==> config.mk <==
export PLATFORM = sky130hd
export DESIGN_NAME = uart_cmd_sequencer
export DESIGN_NICKNAME = d
export VERILOG_FILES = /design/src/rtl/uart_cmd_pkg.sv /design/src/rtl/uart_tx_byte_sender.sv /design/src/rtl/uart_cmd_sequencer.sv
export SDC_FILE = /design/constraint.sdc
export NUM_CORES = 1
export LEC_CHECK = 0
export ABC_AREA = 0
export BUFFER_PORTS_ARGS = -buffer_cell sky130_fd_sc_hd__buf_2
export CAP_MARGIN = 15
export CORE_MARGIN = 4
export CORE_UTILIZATION = 45
export CTS_CLUSTER_SIZE = 16
export DETAILED_ROUTE_END_ITERATION = 16
export GPL_ROUTABILITY_DRIVEN = 0
export PLACE_DENSITY = 0.75
export REMOVE_ABC_BUFFERS = 1
export SLEW_MARGIN = 20
export SYNTH_ARGS = -nofsm -noshare
export SYNTH_HDL_FRONTEND = slang
export SYNTH_SLANG_ARGS = --single-unit
==> constraint.sdc <==
create_clock -name clk_1 -period 1.4 [get_ports clk_1]
set_input_delay 0.14 -clock clk_1 [delete_from_list [all_inputs] [get_ports clk_1]]
set_output_delay 0.14 -clock clk_1 [all_outputs]
set_load 0.005 [all_outputs]
==> src/rtl/uart_cmd_pkg.sv <==
// Shared definitions for the UART command sequencer: FSM state encoding,
// ASCII constants and the default response characters.
// Build option: CMD_ECHO_EN adds the SEND_ECHO state to the state enum.
package uart_cmd_pkg;

    typedef enum logic [2:0] {
        ST_IDLE      = 3'd0,
        ST_FETCH     = 3'd1,
        ST_DECODE    = 3'd2,
        ST_SEND_0    = 3'd3,
        ST_SEND_1    = 3'd4
`ifdef CMD_ECHO_EN
        ,
        ST_SEND_ECHO = 3'd5
`endif
    } state_t;

    localparam logic [7:0] ASCII_ZERO       = 8'h30;
    localparam logic [7:0] ASCII_NINE       = 8'h39;
    localparam logic [7:0] ASCII_CR         = 8'h0D;
    localparam logic [7:0] DEFAULT_ACK_CHAR = 8'h4B;
    localparam logic [7:0] DEFAULT_NAK_CHAR = 8'h45;

    // True for the ASCII characters '0'..'9'.
    function automatic logic is_digit(input logic [7:0] b);
        return (b >= ASCII_ZERO) && (b <= ASCII_NINE);
    endfunction

endpackage

==> src/rtl/uart_tx_byte_sender.sv <==
// Pushes one byte into the UART TX FIFO, honouring the FIFO full flag.
//
// Handshake: the requester holds req high with a stable tx_byte. On the first
// cycle where req is high, full is sampled low and no push is in flight, the
// sender registers wr_en=1 with the byte for exactly one cycle; done is high
// in that same cycle. The requester must update tx_byte (or drop req) on the
// done cycle; the next request is not considered until the cycle after done,
// so back-to-back bytes are spaced two cycles apart.
module uart_tx_byte_sender (
    input  logic       clk_1,
    input  logic       reset,
    input  logic       req,
    input  logic [7:0] tx_byte,
    input  logic       tx_fifo_full,
    output logic       tx_fifo_wr_en,
    output logic [7:0] tx_fifo_data,
    output logic       done
);

    // One-cycle push strobe; the data register holds its value between pushes.
    always_ff @(posedge clk_1) begin
        if (reset) begin
            tx_fifo_wr_en <= 1'b0;
            tx_fifo_data  <= 8'h00;
        end else begin
            tx_fifo_wr_en <= 1'b0;
            if (req && !tx_fifo_wr_en && !tx_fifo_full) begin
                tx_fifo_wr_en <= 1'b1;
                tx_fifo_data  <= tx_byte;
            end
        end
    end

    assign done = tx_fifo_wr_en;

endmodule

==> src/rtl/uart_cmd_sequencer.sv <==
// Assembles NUM_DIGITS ASCII digits popped from the UART RX FIFO into a BCD
// display frame, commits it, and answers each frame or bad byte with a
// two-byte response (ACK/NAK + CR) pushed into the UART TX FIFO.
// Build option: CMD_ECHO_EN echoes every accepted digit before any response.
module uart_cmd_sequencer
    import uart_cmd_pkg::*;
#(
    parameter int         NUM_DIGITS      = 4,
    parameter int         DIGIT_IDX_WIDTH = 2,
    parameter int         TIMEOUT_CYCLES  = 10000,
    parameter int         TIMEOUT_WIDTH   = 14,
    parameter logic [7:0] ACK_CHAR        = DEFAULT_ACK_CHAR,
    parameter logic [7:0] NAK_CHAR        = DEFAULT_NAK_CHAR
) (
    input  logic                    clk_1,
    input  logic                    reset,
    input  logic                    rx_fifo_empty,
    output logic                    rx_fifo_rd_en,
    input  logic [7:0]              rx_fifo_data,
    input  logic                    tx_fifo_full,
    output logic                    tx_fifo_wr_en,
    output logic [7:0]              tx_fifo_data,
    output logic [4*NUM_DIGITS-1:0] disp_digits,
    output logic                    disp_update,
    output logic                    busy
);

    localparam int SHADOW_W = 4 * (NUM_DIGITS - 1);
    localparam logic [DIGIT_IDX_WIDTH-1:0] IDX_LAST   = DIGIT_IDX_WIDTH'(NUM_DIGITS - 1);
    localparam logic [TIMEOUT_WIDTH-1:0]   TIMER_LAST = TIMEOUT_WIDTH'(TIMEOUT_CYCLES - 1);

    state_t                     state;
    logic [SHADOW_W-1:0]        shadow;
    logic [DIGIT_IDX_WIDTH-1:0] idx;
    logic [TIMEOUT_WIDTH-1:0]   timer;
    logic [7:0]                 send_byte;
    logic                       send_req;
    logic                       send_done;
    logic                       timer_expire;
`ifdef CMD_ECHO_EN
    logic                       echo_final;
`endif

    // A partial frame has sat idle for the full timeout window.
    assign timer_expire = (idx != '0) && (timer == TIMER_LAST);

    // Sequencer FSM: fetch/decode digits, commit frames, drive responses.
    always_ff @(posedge clk_1) begin
        if (reset) begin
            state         <= ST_IDLE;
            shadow        <= '0;
            idx           <= '0;
            timer         <= '0;
            send_byte     <= 8'h00;
            send_req      <= 1'b0;
            rx_fifo_rd_en <= 1'b0;
            disp_digits   <= '0;
            disp_update   <= 1'b0;
            busy          <= 1'b0;
`ifdef CMD_ECHO_EN
            echo_final    <= 1'b0;
`endif
        end else begin
            rx_fifo_rd_en <= 1'b0;
            disp_update   <= 1'b0;
            case (state)
                ST_IDLE: begin
                    // Expiry clears the frame first; a waiting byte still
                    // gets fetched and begins a fresh frame.
                    if (timer_expire) begin
                        idx    <= '0;
                        shadow <= '0;
                        timer  <= '0;
                    end else if ((idx != '0) && rx_fifo_empty) begin
                        timer <= timer + 1'b1;
                    end
                    if (!rx_fifo_empty) begin
                        state         <= ST_FETCH;
                        rx_fifo_rd_en <= 1'b1;
                        timer         <= '0;
                        busy          <= 1'b1;
                    end else begin
                        busy <= (idx != '0) && !timer_expire;
                    end
                end
                ST_FETCH: begin
                    timer <= '0;
                    state <= ST_DECODE;
                end
                ST_DECODE: begin
                    if (is_digit(rx_fifo_data)) begin
                        if (idx == IDX_LAST) begin
                            disp_digits <= {shadow, rx_fifo_data[3:0]};
                            disp_update <= 1'b1;
                            idx         <= '0;
                            shadow      <= '0;
                            send_req    <= 1'b1;
`ifdef CMD_ECHO_EN
                            send_byte   <= rx_fifo_data;
                            echo_final  <= 1'b1;
                            state       <= ST_SEND_ECHO;
`else
                            send_byte   <= ACK_CHAR;
                            state       <= ST_SEND_0;
`endif
                        end else begin
                            shadow <= SHADOW_W'({shadow, rx_fifo_data[3:0]});
                            idx    <= idx + 1'b1;
`ifdef CMD_ECHO_EN
                            send_byte  <= rx_fifo_data;
                            send_req   <= 1'b1;
                            echo_final <= 1'b0;
                            state      <= ST_SEND_ECHO;
`else
                            state      <= ST_IDLE;
`endif
                        end
                    end else begin
                        idx       <= '0;
                        shadow    <= '0;
                        send_byte <= NAK_CHAR;
                        send_req  <= 1'b1;
                        state     <= ST_SEND_0;
                    end
                end
`ifdef CMD_ECHO_EN
                ST_SEND_ECHO: begin
                    if (send_done) begin
                        if (echo_final) begin
                            send_byte <= ACK_CHAR;
                            state     <= ST_SEND_0;
                        end else begin
                            send_req <= 1'b0;
                            busy     <= (idx != '0);
                            state    <= ST_IDLE;
                        end
                    end
                end
`endif
                ST_SEND_0: begin
                    if (send_done) begin
                        send_byte <= ASCII_CR;
                        state     <= ST_SEND_1;
                    end
                end
                ST_SEND_1: begin
                    if (send_done) begin
                        send_req <= 1'b0;
                        busy     <= (idx != '0);
                        state    <= ST_IDLE;
                    end
                end
                default: begin
                    state <= ST_IDLE;
                end
            endcase
        end
    end

    uart_tx_byte_sender u_sender (
        .clk_1         (clk_1),
        .reset         (reset),
        .req           (send_req),
        .tx_byte       (send_byte),
        .tx_fifo_full  (tx_fifo_full),
        .tx_fifo_wr_en (tx_fifo_wr_en),
        .tx_fifo_data  (tx_fifo_data),
        .done          (send_done)
    );

endmodule

==> summary.md <==
| Metric | Value |
|---|---|
| Pre-CTS setup slack | -0.450 ns |
| Cells after Synth | 294 |
| Area grow syn2layout | 32.3% |
| Port-buffer cells | 36 |
| 1st-pass router iterations | 4 |
| Top Usage Layer GRT | met2 |
| Overflow left after global routing | 0 |
| TritonCTS buffer count | 9 |
| Yosys warnings | 0 |
| Data required time of the worst path | 1.62 ns |
| Crit path cell chain | nor4b_4 > a41o_1 > a21oi_4 > buf_12 > a22o_1 |
| Max-Cap Viols | 0 |
| Min-Delay Path Class | input port to register |
| Crit-path max cell delay | 0.38 ns |
| RSZ-0062 raised after global routing | true |
| Ports | 40 |
| Post-route ant nets | 0 |
| Die Ht | 86.7 µm |
| Largest net degree at the start of global routing | 27 |
| Final setup TNS | -4.18 ns |
| Clk_skew | 0.00857 ns |
| Worst Setup Slack, final | -0.196 ns |
| Crit path time final | 1.60 ns |
| H-tree depth | 3 |
| FF+latch count, synth | 62 |
| Syn_area_per_cell | 9.49 µm² |
| Post-DP HPWL | 4.34 mm |
| Worst path buffer plus inverter count | 1 |
| Drt first-iter violations | 175 |
| Clk root buf | clkbuf_8 |
| DRT Wirelength | 6.59 mm |
| TritonCTS clock tree | built |
| Vias per cell | 5.39 |
| GRT Total Usage | 18.1% |
| Initial Util | 46.8% |
| Peak supply drop | 1.04 mV |
| Register area share after synthesis | 44.5% |
| Final Hold Fails | 0 |
| Total power | 0.00383 W |
| Failing checks | setup timing |
| Residual DRC | 0 |
| Clk_lat worst skew | 0.34 ns |
| Fin crit share | 114% |
| Core Footprint | 5960 µm² |
| Crit end category | register |
| Rows | 28 |
| Area taken by multi-input logic gates | 1410 µm² |
| Fin util | 62.0% |
| Leak | 1.61 nW |
| Post-Syn Area | 2790 µm² |
| CP max FO | 10 |
| Sequential cell area | 1250 µm² |
| Clk slew on worst S/H paths | 0.07 ns |
| Initial antenna violation count | 0 |
| Setup crit start kind | register |
| Met2 usage | 31.1% |
| Share of cells above drive strength 1 | 36.7% |
| Antenna Cells | 0 |
| Inst Count DP | 436 |
| WP data arrival | 1.82 ns |
| Status | complete, but fails checks |
| Routed via count | 2474 |
| Setup CP Type | register to register |
| GR Util met1 | 21.8% |
| Commonest non-fill, non-tap cell in the layout | dfxtp_1 |
| Final nets | 394 |
| FMAX | 627 MHz |
| Met3 usage | 4.18% |
| Final setup viols | 30 |
| CTS Sinks | 62 |
| Slew Limit Fails | 0 |
| Fin cells | 459 |
| FILL cells | 478 |
| Synth unique cells | 48 |
| Vias in the first global route | 2414 |
| CP top delay family | compound AO/OA/AOI/OAI gates |
| First-pass GRT wire length | 10.9 mm |
| Die Area | 7520 µm² |
| CTS max path bufs | 2 |
| Routed wire per std cell | 14.4 µm |
| Die width | 86.7 µm |
| Power Density | 1040 nW/µm² |
| CP max stage cell | nor4b_4 |
| Most frequent cells in the layout | 55 x dfxtp_1, 53 x buf_4, 36 x buf_2 |
[state kept, by name, summed over array words and instances (netlist names)]
register / cells
busy: 1
disp_digits: 16
disp_update: 1
idx: 2
rx_fifo_rd_en: 1
send_byte: 5
send_req: 1
shadow: 12
state: 3
timer: 14
u_sender.done: 1
u_sender.tx_fifo_data: 5
[layer usage]
| layer | routed length, µm | vias to the layer above |
|---|---|---|
| met3 | 328 | 9 |
| met4 | 64 | 0 |
| met2 | 3320 | 63 |
| met5 | 0 | - |
| li1 | - | 1240 |
| met1 | 2880 | 1162 |
[timing repair]
action	4_1_cts	5_1_grt
gates cloned	1	1
gates resized for setup	17	9
setup buffers	3	2
pin swaps	6	13
endpoints found under the hold margin	1	0
hold buffers	1	0
setup endpoints to repair	32	52
[worst paths after layout]
kind                         from  slack (ns)            to  depth (start not counted)
setup reg to reg         timer[5]       -0.20     shadow[9]                          5
setup / recovery         timer[5]       -0.20     shadow[9]                          5
hold / removal    rx_fifo_data[0]        0.04     shadow[0]                          2
hold reg to reg      send_byte[2]        0.44  send_byte[2]                          2
[metrics by stage]
| stage | hold slack, ns | area [µm²] |
|---|---|---|
| 6_report | 0.0415 | 3690 |
| 5_1_grt | 0.0518 | 3690 |
| 4_1_cts | 0.0211 | 3640 |
| 3_5_place_dp | 0.362 | 3340 |
| 3_3_place_gp | 0.361 | 3340 |
| 2_1_floorplan | 0.206 | 2640 |
[Yosys cell counts (all sizes together)]
master,instances,area (µm²)
and4bb,1,12.5
a22o,12,105
nand4b,5,43.8
nand3b,2,15.0
mux2i,21,210
a41o,2,20.0
o21ba,1,10.0
nand2b,1,6.26
ha,3,37.5
and3b,1,8.76
nor3b,3,38.8
nand4,11,68.8
or2,2,12.5
and3,3,18.8
a311oi,1,8.76
nor2,30,113
a21oi,13,68.8
o311ai,1,8.76
a31oi,11,68.8
nor4b,3,71.3
mux2,1,11.3
a41oi,1,8.76
and2,2,15.0
and4,1,8.76
nand4bb,2,22.5
o21ai,5,25.0
dfxtp,62,1240
nor4,5,31.3
clkbuf,7,26.3
nor3,3,20.0
a221oi,1,15.0
a211oi,2,15.0
inv,11,41.3
a311o,1,10.0
o2111ai,4,35.0
conb,1,3.75
nand3,16,80.1
buf,17,128
nor2b,4,25.0
nand2,21,78.8
[kinds of logic after synthesis]
| family | after synthesis | share of synthesized area, % |
|---|---|---|
| buffers and inverters | 35 | 7.00 |
| AND/OR/NAND/NOR | 116 | 24.8 |
| AO/OA/AOI/OAI | 55 | 14.3 |
| adder cells (fa/ha/maj) | 3 | 1.35 |
| multiplexers | 22 | 7.94 |
| other | 1 | 0.134 |
| flip-flops | 62 | 44.5 |
[final cells by class]
class,count,area share [%]
timing repair buffer,96,18.5
sequential,62,33.9
multi-input combinational,199,38.3
inverter,11,1.12
tap,75,2.54
clock inverter,5,1.56
clock buffer,11,4.10
[power by group]
part | internal, W | total, W | leakage, nW | switching (W)
logic | 0.000191 | 0.000392 | 1.01 | 0.000201
registers | 0.00180 | 0.00183 | 0.504 | 0.0000263
clock network | 0.000915 | 0.00161 | 0.0976 | 0.000698
total | 0.00290 | 0.00383 | 1.61 | 0.000925
(Power assumes the default switching activity.)
